===== src/rtl/mfsk_modulator.sv =====
// M-ary FSK modulator: buffers one symbol ahead and sends each symbol as a
// square-wave tone for SYM_CYCLES clocks, with the half-period chosen by the symbol value.
module mfsk_modulator #(
  parameter int unsigned SYM_BITS   = 1,
  parameter int unsigned SYM_CYCLES = 32,
  parameter int unsigned HP_BASE    = 2,
  parameter int unsigned HP_STEP    = 2,
  parameter int unsigned IDLE_TONE  = 0
) (
  input  logic                clk_i,
  input  logic                rst_i,
  input  logic                en_i,
  input  logic [SYM_BITS-1:0] sym_data_i,
  input  logic                sym_valid_i,
  output logic                sym_ready_o,
  output logic                fsk_out_o,
  output logic                busy_o,
  output logic                sym_strobe_o,
  output logic                underrun_o
);

  localparam int unsigned NUM_SYMS = 1 << SYM_BITS;
  localparam int unsigned HP_MAX   = HP_BASE + (NUM_SYMS - 1) * HP_STEP;
  localparam int unsigned CNT_W    = $clog2(SYM_CYCLES);
  localparam int unsigned HP_W     = $clog2(HP_MAX);
  localparam logic [CNT_W-1:0]    LAST_CNT = CNT_W'(SYM_CYCLES - 1);
  localparam logic [SYM_BITS-1:0] MARK_SYM = '1;

  typedef enum logic {IDLE, TX} state_e;

  state_e              state_q, state_d;
  logic [SYM_BITS-1:0] pend_data_q, pend_data_d;
  logic                pend_vld_q, pend_vld_d;
  logic [SYM_BITS-1:0] cur_sym_q, cur_sym_d;
  logic [CNT_W-1:0]    sym_cnt_q, sym_cnt_d;
  logic [HP_W-1:0]     hp_cnt_q, hp_cnt_d;
  logic                fsk_q, fsk_d;
  logic                strobe_q, strobe_d;
  logic                underrun_q, underrun_d;
  logic                load_pend, load_mark;
  logic [HP_W-1:0]     hp_last;

  assign hp_last = HP_W'(32'(HP_BASE) - 32'd1 + 32'(cur_sym_q) * 32'(HP_STEP));

  always_comb begin
    state_d     = state_q;
    pend_data_d = pend_data_q;
    pend_vld_d  = pend_vld_q;
    cur_sym_d   = cur_sym_q;
    sym_cnt_d   = sym_cnt_q;
    hp_cnt_d    = hp_cnt_q;
    fsk_d       = fsk_q;
    strobe_d    = 1'b0;
    underrun_d  = 1'b0;
    load_pend   = 1'b0;
    load_mark   = 1'b0;

    case (state_q)
      IDLE: begin
        if (pend_vld_q && en_i) load_pend = 1'b1;
      end
      TX: begin
        if (sym_cnt_q == LAST_CNT) begin
          if (!en_i) begin
            state_d   = IDLE;
            fsk_d     = 1'b0;
            sym_cnt_d = '0;
            hp_cnt_d  = '0;
          end else if (pend_vld_q) begin
            load_pend = 1'b1;
          end else begin
            underrun_d = 1'b1;
            if (IDLE_TONE != 0) begin
              load_mark = 1'b1;
            end else begin
              state_d   = IDLE;
              fsk_d     = 1'b0;
              sym_cnt_d = '0;
              hp_cnt_d  = '0;
            end
          end
        end else begin
          sym_cnt_d = sym_cnt_q + CNT_W'(1);
          if (hp_cnt_q == hp_last) begin
            hp_cnt_d = '0;
            fsk_d    = ~fsk_q;
          end else begin
            hp_cnt_d = hp_cnt_q + HP_W'(1);
          end
        end
      end
      default: state_d = IDLE;
    endcase

    // A load from TX keeps the current level so the tone is continuous across the boundary.
    if (load_pend || load_mark) begin
      cur_sym_d = load_pend ? pend_data_q : MARK_SYM;
      if (load_pend) pend_vld_d = 1'b0;
      sym_cnt_d = '0;
      hp_cnt_d  = '0;
      state_d   = TX;
      strobe_d  = 1'b1;
      if (state_q == IDLE) fsk_d = 1'b0;
    end

    if (sym_valid_i && !pend_vld_q) begin
      pend_vld_d  = 1'b1;
      pend_data_d = sym_data_i;
    end
  end

  always_ff @(posedge clk_i or posedge rst_i) begin
    if (rst_i) begin
      state_q     <= IDLE;
      pend_data_q <= '0;
      pend_vld_q  <= 1'b0;
      cur_sym_q   <= '0;
      sym_cnt_q   <= '0;
      hp_cnt_q    <= '0;
      fsk_q       <= 1'b0;
      strobe_q    <= 1'b0;
      underrun_q  <= 1'b0;
    end else begin
      state_q     <= state_d;
      pend_data_q <= pend_data_d;
      pend_vld_q  <= pend_vld_d;
      cur_sym_q   <= cur_sym_d;
      sym_cnt_q   <= sym_cnt_d;
      hp_cnt_q    <= hp_cnt_d;
      fsk_q       <= fsk_d;
      strobe_q    <= strobe_d;
      underrun_q  <= underrun_d;
    end
  end

  assign sym_ready_o  = !pend_vld_q;
  assign fsk_out_o    = fsk_q;
  assign busy_o       = (state_q == TX);
  assign sym_strobe_o = strobe_q;
  assign underrun_o   = underrun_q;

endmodule


===== config.mk =====
export PLATFORM = sky130hd
export DESIGN_NAME = mfsk_modulator
export DESIGN_NICKNAME = d
export VERILOG_FILES = /design/src/rtl/mfsk_modulator.sv
export SDC_FILE = /design/constraint.sdc
export NUM_CORES = 1
export LEC_CHECK = 0
export CAP_MARGIN = 25
export CELL_PAD_IN_SITES_DETAIL_PLACEMENT = 1
export CELL_PAD_IN_SITES_GLOBAL_PLACEMENT = 1
export CORE_MARGIN = 3
export CORE_UTILIZATION = 38
export CTS_BUF_LIST = sky130_fd_sc_hd__clkbuf_8
export CTS_CLUSTER_DIAMETER = 80
export DETAILED_ROUTE_END_ITERATION = 10
export GPL_ROUTABILITY_DRIVEN = 0
export PLACE_DENSITY = 0.76
export SLEW_MARGIN = 20
export SYNTH_ARGS = -nofsm -noshare
export SYNTH_HDL_FRONTEND = slang
export SYNTH_SLANG_ARGS = --single-unit

===== constraint.sdc =====
create_clock -name clk_i -period 1.7 [get_ports clk_i]
set_input_delay 0.34 -clock clk_i [delete_from_list [all_inputs] [get_ports clk_i]]
set_output_delay 0.34 -clock clk_i [all_outputs]
set_load 0.02 [all_outputs]

==> results.sh, run 1 <==
export IMPL_status="complete, no violations"
export IMPL_max_cap_viol_count=0
export IMPL_cell_internal_pwr_uw=938
export IMPL_seq_power_share_pct=40.4
export IMPL_net_switching_power_uw=441
export IMPL_chip_height_um=48.1
export IMPL_worst_ep_required_time_ps=1830
export IMPL_worstSkewPairLatency_ps=240
export IMPL_clock_power_share_pct=23.4
export IMPL_cellPowerDensity_mw_per_mm2=1530
export IMPL_globalRouteTotalUtil_pct=16.3
export IMPL_global_route_wire_length_before_repair_mm=2.55
export IMPL_synth_flop_cell="sky130_fd_sc_hd__dfrtp_1"
export IMPL_finalCritPeriodShare_pct=96.5
export IMPL_first_global_vias=571
export IMPL_power_switching_share_pct=32.0
export IMPL_arrival_time_at_the_worst_endpoint_ps=1770
export IMPL_startpoint_of_the_most_critical_register_to_register_path="sym_cnt_q[0]$_DFFE_PP0P_"
export IMPL_path_cells="ha_2, and3_4, ha_1, nand2b_4, and2_4, mux2_2"
export IMPL_synth_edf_count=0
export IMPL_final_layout_size_suffix_gt1_share_pct=24.4
export IMPL_floorplan_initialDensity_pct=42.6
export IMPL_reg2regPathDepth=6
export IMPL_cts_inserted_buffers=3
export IMPL_time_the_final_worst_path_needs_with_i_o_delays_and_setup_ps=1640
export IMPL_worstSetupPathType="register to register"
export IMPL_drt_iter0_drc=7
export IMPL_synth_distinct_cells=28
export IMPL_start_kind="register"
export IMPL_critical_path_reg2reg_endpoint="cur_sym_q$_DFFE_PP0P_"
export IMPL_timing_slew_headroom_pct=63.1
export IMPL_hp_class="primary input to async pin"
export IMPL_postRouteWirelength_mm=1.57
export IMPL_critical_path_s_top_delay_family="simple AND/OR/NAND/NOR gates"
export IMPL_htree_levels=1
export IMPL_clk_path_buf_depth=2
export IMPL_detail_placement_hpwl_mm=1.16
export IMPL_cp_num_buf_inv=0
export IMPL_syn_nets=71
export IMPL_yosysWarnings=0
export IMPL_holdWs_ps=443
export IMPL_slack_of_the_worst_reg_to_reg_path_ps=60
export IMPL_worst_clock_skew_ps=1.40
export IMPL_crit_path_slowest_cell="sky130_fd_sc_hd__dfrtp_1"
export IMPL_postSynthAreaPerCell_um2=10.7
export IMPL_layout_cells_most_common_list="sky130_fd_sc_hd__dfrtp_1, sky130_fd_sc_hd__clkdlybuf4s50_1, sky130_fd_sc_hd__buf_4"
export IMPL_dieArea_mm2=0.00231
export IMPL_cts_sinks=14
export IMPL_post_synth_inst_count=63
export IMPL_ys_seq_elements=14
export IMPL_grt_start_max_net_pins=15
export IMPL_async_reset_ff_share_pct=100
export IMPL_final_antenna_net_count=0
export IMPL_core_mm2=0.00158
export IMPL_critPathMaxStageDelay_ps=400
export IMPL_finalSetupTns_ps=0
export IMPL_max_freq_mhz=610
export IMPL_slew_viol_final=0
export IMPL_vias=537
export IMPL_hold_viol=0
export IMPL_clk_transition_reported_paths_ps=60
export IMPL_chipWidth_um=48.1
export IMPL_peakVddDrop_mv=0.753
export IMPL_grt_antenna_before_repair=0
export IMPL_footprint_of_the_multi_input_gates_um2=315
export IMPL_critical_path_peak_fanout=3
export IMPL_layout_cells_most_common="sky130_fd_sc_hd__dfrtp_1"
export IMPL_synth_seq_area_share_pct=52.1
export IMPL_power_combinational_fraction_pct=36.2
export IMPL_grt_setup_unrepaired="no"
export IMPL_post_drt_wl_per_cell_um=16.0
export IMPL_drt_pass1_iterations=4
export IMPL_crit_path_end_kind="register"
export IMPL_synth_cell_area_um2=672
export IMPL_fill_cells=174
export IMPL_layout_area_overhead_vs_synth_pct=34.1
export IMPL_row_count=14
export IMPL_overflow=0
export IMPL_port_buffers=9
export IMPL_fin_nets=91
export IMPL_postCtsSetupRepairBufs=0
export IMPL_max_slew_worst_pin_slew_ps=553
export IMPL_layout_area_seq_um2=350
export IMPL_post_route_drc_count=0
export IMPL_vias_per_cell=5.48
export IMPL_tritoncts="yes"
export IMPL_antenna_diode_count=0
export IMPL_pin_count=10
export IMPL_report_final_setup_viol=0
export IMPL_leakagePower_nw=0.432
export IMPL_cts_root_buf="sky130_fd_sc_hd__clkbuf_8"
## power by group through the flow
stage                     clock [mW]  combinational [mW]  sequential [mW]
after CTS                      0.330               0.485            0.557
after global routing           0.344               0.554            0.573
after floorplan                    0               0.297            0.554
final                          0.323               0.500            0.557
after global placement             0               0.451            0.550
after detailed placement           0               0.471            0.558
## area by class of cell
cell class	count	area share, %
Inverter	3	1.25
Tap cell	16	2.22
Multi-Input combinational cell	44	35.0
Timing Repair Buffer	17	16.5
Sequential cell	14	38.9
Clock buffer	4	6.11
## cell families (layout without fill, tap and decap cells)
kind of cell,after synthesis,in the layout,synth area share (%)
DFF,14,14,52.1
xor gates and xnor gates,3,3,3.91
and+or+nand+nor,23,23,18.1
adders and majority gates,3,3,5.59
AOI/OAI and AO/OA,13,13,13.0
muxes,2,2,3.17
buffers and inverters,5,24,4.10
## repair_timing
| item | in CTS | in global routing |
|---|---|---|
| pin swaps | 0 | 3 |
| setup endpoints to repair | 5 | 4 |
| resized for setup | 4 | 2 |
| hold buffers | 0 | 0 |
| hold endpoints to repair | 0 | 0 |
## sequential cells by signal, indices dropped and copies added (netlist names)
name	flops
sym_cnt_q	5
hp_cnt_q	2
busy_o	1
cur_sym_q	1
fsk_out_o	1
pend_data_q	1
pend_vld_q	1
sym_strobe_o	1
underrun_o	1
## per-layer routing
layer	routed length [µm]	GRT usage, %
met1	774	21.0
met5	0	0
met3	31	3.38
met4	31	8.06
met2	735	25.6
## through the flow
stage	instance area [µm²]	cells	power [mW]	setup WS [ps]	utilization (%)
after floorplan	672	63	0.850	9.05	-
after global placement	826	94	1.00	-13.5	52.4
after detailed placement	826	94	1.03	-33.0	52.4
after CTS	890	98	1.37	22.0	56.4
after global routing	901	98	1.47	7.31	57.1
final	901	98	1.38	59.3	57.1
## how the worst max path moves through the flow
stage                                        start                       end  slack [ps]  depth (start not counted)
after global placement    sym_cnt_q[0]$_DFFE_PP0P_  sym_cnt_q[3]$_DFFE_PP0P_         -10                          7
after detailed placement  sym_cnt_q[0]$_DFFE_PP0P_     cur_sym_q$_DFFE_PP0P_         -30                          6
after global routing      sym_cnt_q[0]$_DFFE_PP0P_     cur_sym_q$_DFFE_PP0P_           7                          6
after floorplan           sym_cnt_q[0]$_DFFE_PP0P_     cur_sym_q$_DFFE_PP0P_           9                          6
after CTS                 sym_cnt_q[0]$_DFFE_PP0P_  sym_cnt_q[3]$_DFFE_PP0P_          20                          7
final                     sym_cnt_q[0]$_DFFE_PP0P_     cur_sym_q$_DFFE_PP0P_          60                          6
## Yosys cell counts, types with 2 or more instances
| master | number | area (µm²) |
|---|---|---|
| sky130_fd_sc_hd__nand3b_1 | 2 | 15.0 |
| sky130_fd_sc_hd__o21ai_0 | 5 | 25.0 |
| sky130_fd_sc_hd__and2_1 | 2 | 12.5 |
| sky130_fd_sc_hd__a32o_1 | 2 | 20.0 |
| sky130_fd_sc_hd__a21oi_1 | 2 | 10.0 |
| sky130_fd_sc_hd__nand2_1 | 6 | 22.5 |
| sky130_fd_sc_hd__dfrtp_1 | 14 | 350 |
| sky130_fd_sc_hd__ha_1 | 3 | 37.5 |
| sky130_fd_sc_hd__nand3_1 | 2 | 10.0 |
| sky130_fd_sc_hd__nor2_1 | 4 | 15.0 |
| sky130_fd_sc_hd__xor2_1 | 2 | 17.5 |
| sky130_fd_sc_hd__inv_1 | 3 | 11.3 |
(Power assumes the default switching activity.)
==> inputs of run 2 (changes only) <==
--- a/config.mk
+++ b/config.mk
@@ -14,6 +14,7 @@
 export CTS_CLUSTER_DIAMETER = 80
 export DETAILED_ROUTE_END_ITERATION = 10
 export GPL_ROUTABILITY_DRIVEN = 0
+export MAX_ROUTING_LAYER = met4
 export PLACE_DENSITY = 0.76
 export SLEW_MARGIN = 20
 export SYNTH_ARGS = -nofsm -noshare
==> run 2 against run 1 <==
Power about the same. Register-to-register slack is essentially flat. Highest routed layer unchanged. Utilization unchanged. First-iteration DRC count is the same. Clock power barely moved. Sequential cell count stayed put. Count of clock-buffer cells in the layout unchanged. Sequential power hardly changed. Worst setup slack better by 1.4 ps.
==> results.sh, run 2 (synthesis results as in run 1) <==
export IMPL_status="complete, no violations"
export IMPL_chipWidth_um=48.1
export IMPL_registers_top_by_ff_count="sym_cnt_q"
export IMPL_critical_path_peak_fanout=3
export IMPL_worstSkewPairLatency_ps=240
export IMPL_clk_transition_reported_paths_ps=60
export IMPL_chip_height_um=48.1
export IMPL_layout_cells_most_common="sky130_fd_sc_hd__dfrtp_1"
export IMPL_layout_area_overhead_vs_synth_pct=34.1
export IMPL_leakagePower_nw=0.432
export IMPL_max_slew_worst_pin_slew_ps=555
export IMPL_clk_path_buf_depth=2
export IMPL_time_the_final_worst_path_needs_with_i_o_delays_and_setup_ps=1640
export IMPL_worst_clock_skew_ps=1.97
export IMPL_layout_core_utilization_pct=57.1
export IMPL_first_global_vias=568
export IMPL_drt_iter0_drc=7
export IMPL_dieArea_mm2=0.00231
export IMPL_vias=538
export IMPL_floorplan_initialDensity_pct=42.6
export IMPL_cts_sinks=14
export IMPL_cts_inserted_buffers=3
export IMPL_crit_path_end_kind="register"
export IMPL_grt_setup_unrepaired="no"
export IMPL_grt_start_max_net_pins=15
export IMPL_max_cap_viol_count=0
export IMPL_fin_nets=91
export IMPL_report_final_setup_viol=0
export IMPL_postLayoutSetupSlackWorst_ps=60.7
export IMPL_hp_class="primary input to async pin"
export IMPL_row_count=14
export IMPL_vias_per_cell=5.49
export IMPL_pin_count=10
export IMPL_antenna_diode_count=0
export IMPL_max_freq_mhz=610
export IMPL_critPathMaxStageDelay_ps=400
export IMPL_core_mm2=0.00158
export IMPL_start_kind="register"
export IMPL_dpl_worst_slack_ps=-33.0
export IMPL_critical_path_s_top_delay_family="simple AND/OR/NAND/NOR gates"
export IMPL_layout_cells_most_common_list="sky130_fd_sc_hd__dfrtp_1, sky130_fd_sc_hd__clkdlybuf4s50_1, sky130_fd_sc_hd__buf_4"
export IMPL_cellPowerDensity_mw_per_mm2=1530
export IMPL_postRouteWirelength_mm=1.57
export IMPL_largest_registers_ranked_by_flip_flop_count="sym_cnt_q x5, hp_cnt_q x2"
export IMPL_drt_pass1_iterations=4
export IMPL_largest_reg_flops=5
export IMPL_timing_slew_headroom_pct=63.0
export IMPL_crit_path_slowest_cell="sky130_fd_sc_hd__dfrtp_1"
export IMPL_post_drt_wl_per_cell_um=16.0
export IMPL_arrival_time_at_the_worst_endpoint_ps=1770
export IMPL_cts_root_buf="sky130_fd_sc_hd__clkbuf_8"
export IMPL_port_buffers=9
export IMPL_postCtsHoldBufs=0
export IMPL_global_route_wire_length_before_repair_mm=2.56
export IMPL_finalPower_mw=1.38
export IMPL_worstSetupPathType="register to register"
export IMPL_final_layout_size_suffix_gt1_share_pct=24.4
export IMPL_tritoncts="yes"
export IMPL_globalRouteTotalUtil_pct=16.8
export IMPL_finalCritPeriodShare_pct=96.4
export IMPL_htree_levels=1
export IMPL_cp_num_buf_inv=0
export IMPL_path_cells="ha_2, and3_4, ha_1, nand2b_4, and2_4, mux2_2"
export IMPL_overflow=0
export IMPL_peakVddDrop_mv=0.753
export IMPL_holdWs_ps=444
export IMPL_hold_viol=0
export IMPL_detail_placement_hpwl_mm=1.16
export IMPL_worst_ep_required_time_ps=1830
export IMPL_grt_antenna_before_repair=0
export IMPL_post_route_drc_count=0
export IMPL_final_antenna_net_count=0
export IMPL_slew_viol_final=0
## run 2: cell counts in the layout (fill, tap and decap cells not counted)
No cell type changed its count.
## run 2: what timing repair did
action	CTS	global route
pin swaps	0	3
setup endpoints to repair	5	4
buffers inserted	0	0
resized for setup	4	2
## run 2: layout make-up
class	instances	area, µm²
Timing Repair Buffer	17	149
Multi-Input combinational cell	44	315
Clock buffer	4	55.1
Tap cell	16	20.0
Fill cell	174	676
Sequential cell	14	350
Inverter	3	11.3
## run 2: path summary, 6_finish.rpt
kind	start	end	slack (ps)	cells past startpoint
max	sym_cnt_q[0]$_DFFE_PP0P_	cur_sym_q$_DFFE_PP0P_	60	6
min	rst_i	sym_cnt_q[2]$_DFFE_PP0P_	440	2
max reg2reg	sym_cnt_q[0]$_DFFE_PP0P_	cur_sym_q$_DFFE_PP0P_	60	6
max in group asynchronous	rst_i	sym_cnt_q[4]$_DFFE_PP0P_	890	2
min reg2reg	sym_cnt_q[4]$_DFFE_PP0P_	sym_cnt_q[4]$_DFFE_PP0P_	530	1
min in group clk_i	sym_cnt_q[4]$_DFFE_PP0P_	sym_cnt_q[4]$_DFFE_PP0P_	530	1
## run 2: worst register-to-register path: stages, from the launching register on
cell,delay [ps]
sky130_fd_sc_hd__dfrtp_1,400
sky130_fd_sc_hd__ha_2,190
sky130_fd_sc_hd__and3_4,180
sky130_fd_sc_hd__ha_1,190
sky130_fd_sc_hd__nand2b_4,140
sky130_fd_sc_hd__and2_4,160
sky130_fd_sc_hd__mux2_2,270
## run 2: through the flow
| step | area [µm²] | TNS, ps | instances |
|---|---|---|---|
| 6_report | 901 | 0 | 98 |
| 5_1_grt | 901 | 0 | 98 |
| 4_1_cts | 890 | 0 | 98 |
| 3_5_place_dp | 826 | -92.3 | 94 |
| 3_3_place_gp | 826 | -27.0 | 94 |
| 2_1_floorplan | 672 | 0 | 63 |
## run 2: report_power, final
| part | internal (mW) | switching (mW) | total [mW] | leakage, nW |
|---|---|---|---|---|
| logic | 0.278 | 0.221 | 0.500 | 0.235 |
| clock network | 0.205 | 0.117 | 0.322 | 0.0288 |
| registers | 0.455 | 0.102 | 0.557 | 0.168 |
## run 2: metal layers
metal / part of all wire (%) / global-route usage, % / up-vias
met2: 47 / 25.6 / 7
met3: 2.0 / 3.38 / 5
met5: 0 / - / -
met4: 2.0 / 8.06 / 0
met1: 49 / 21.0 / 267
li1: - / - / 259
==> inputs of run 3 (changes only) <==
--- a/config.mk
+++ b/config.mk
@@ -5,7 +5,7 @@
 export SDC_FILE = /design/constraint.sdc
 export NUM_CORES = 1
 export LEC_CHECK = 0
-export CAP_MARGIN = 25
+export CAP_MARGIN = 20
 export CELL_PAD_IN_SITES_DETAIL_PLACEMENT = 1
 export CELL_PAD_IN_SITES_GLOBAL_PLACEMENT = 1
 export CORE_MARGIN = 3
==> results of run 3 <==
Final layout, timing and power as in run 2 (identical DEF).
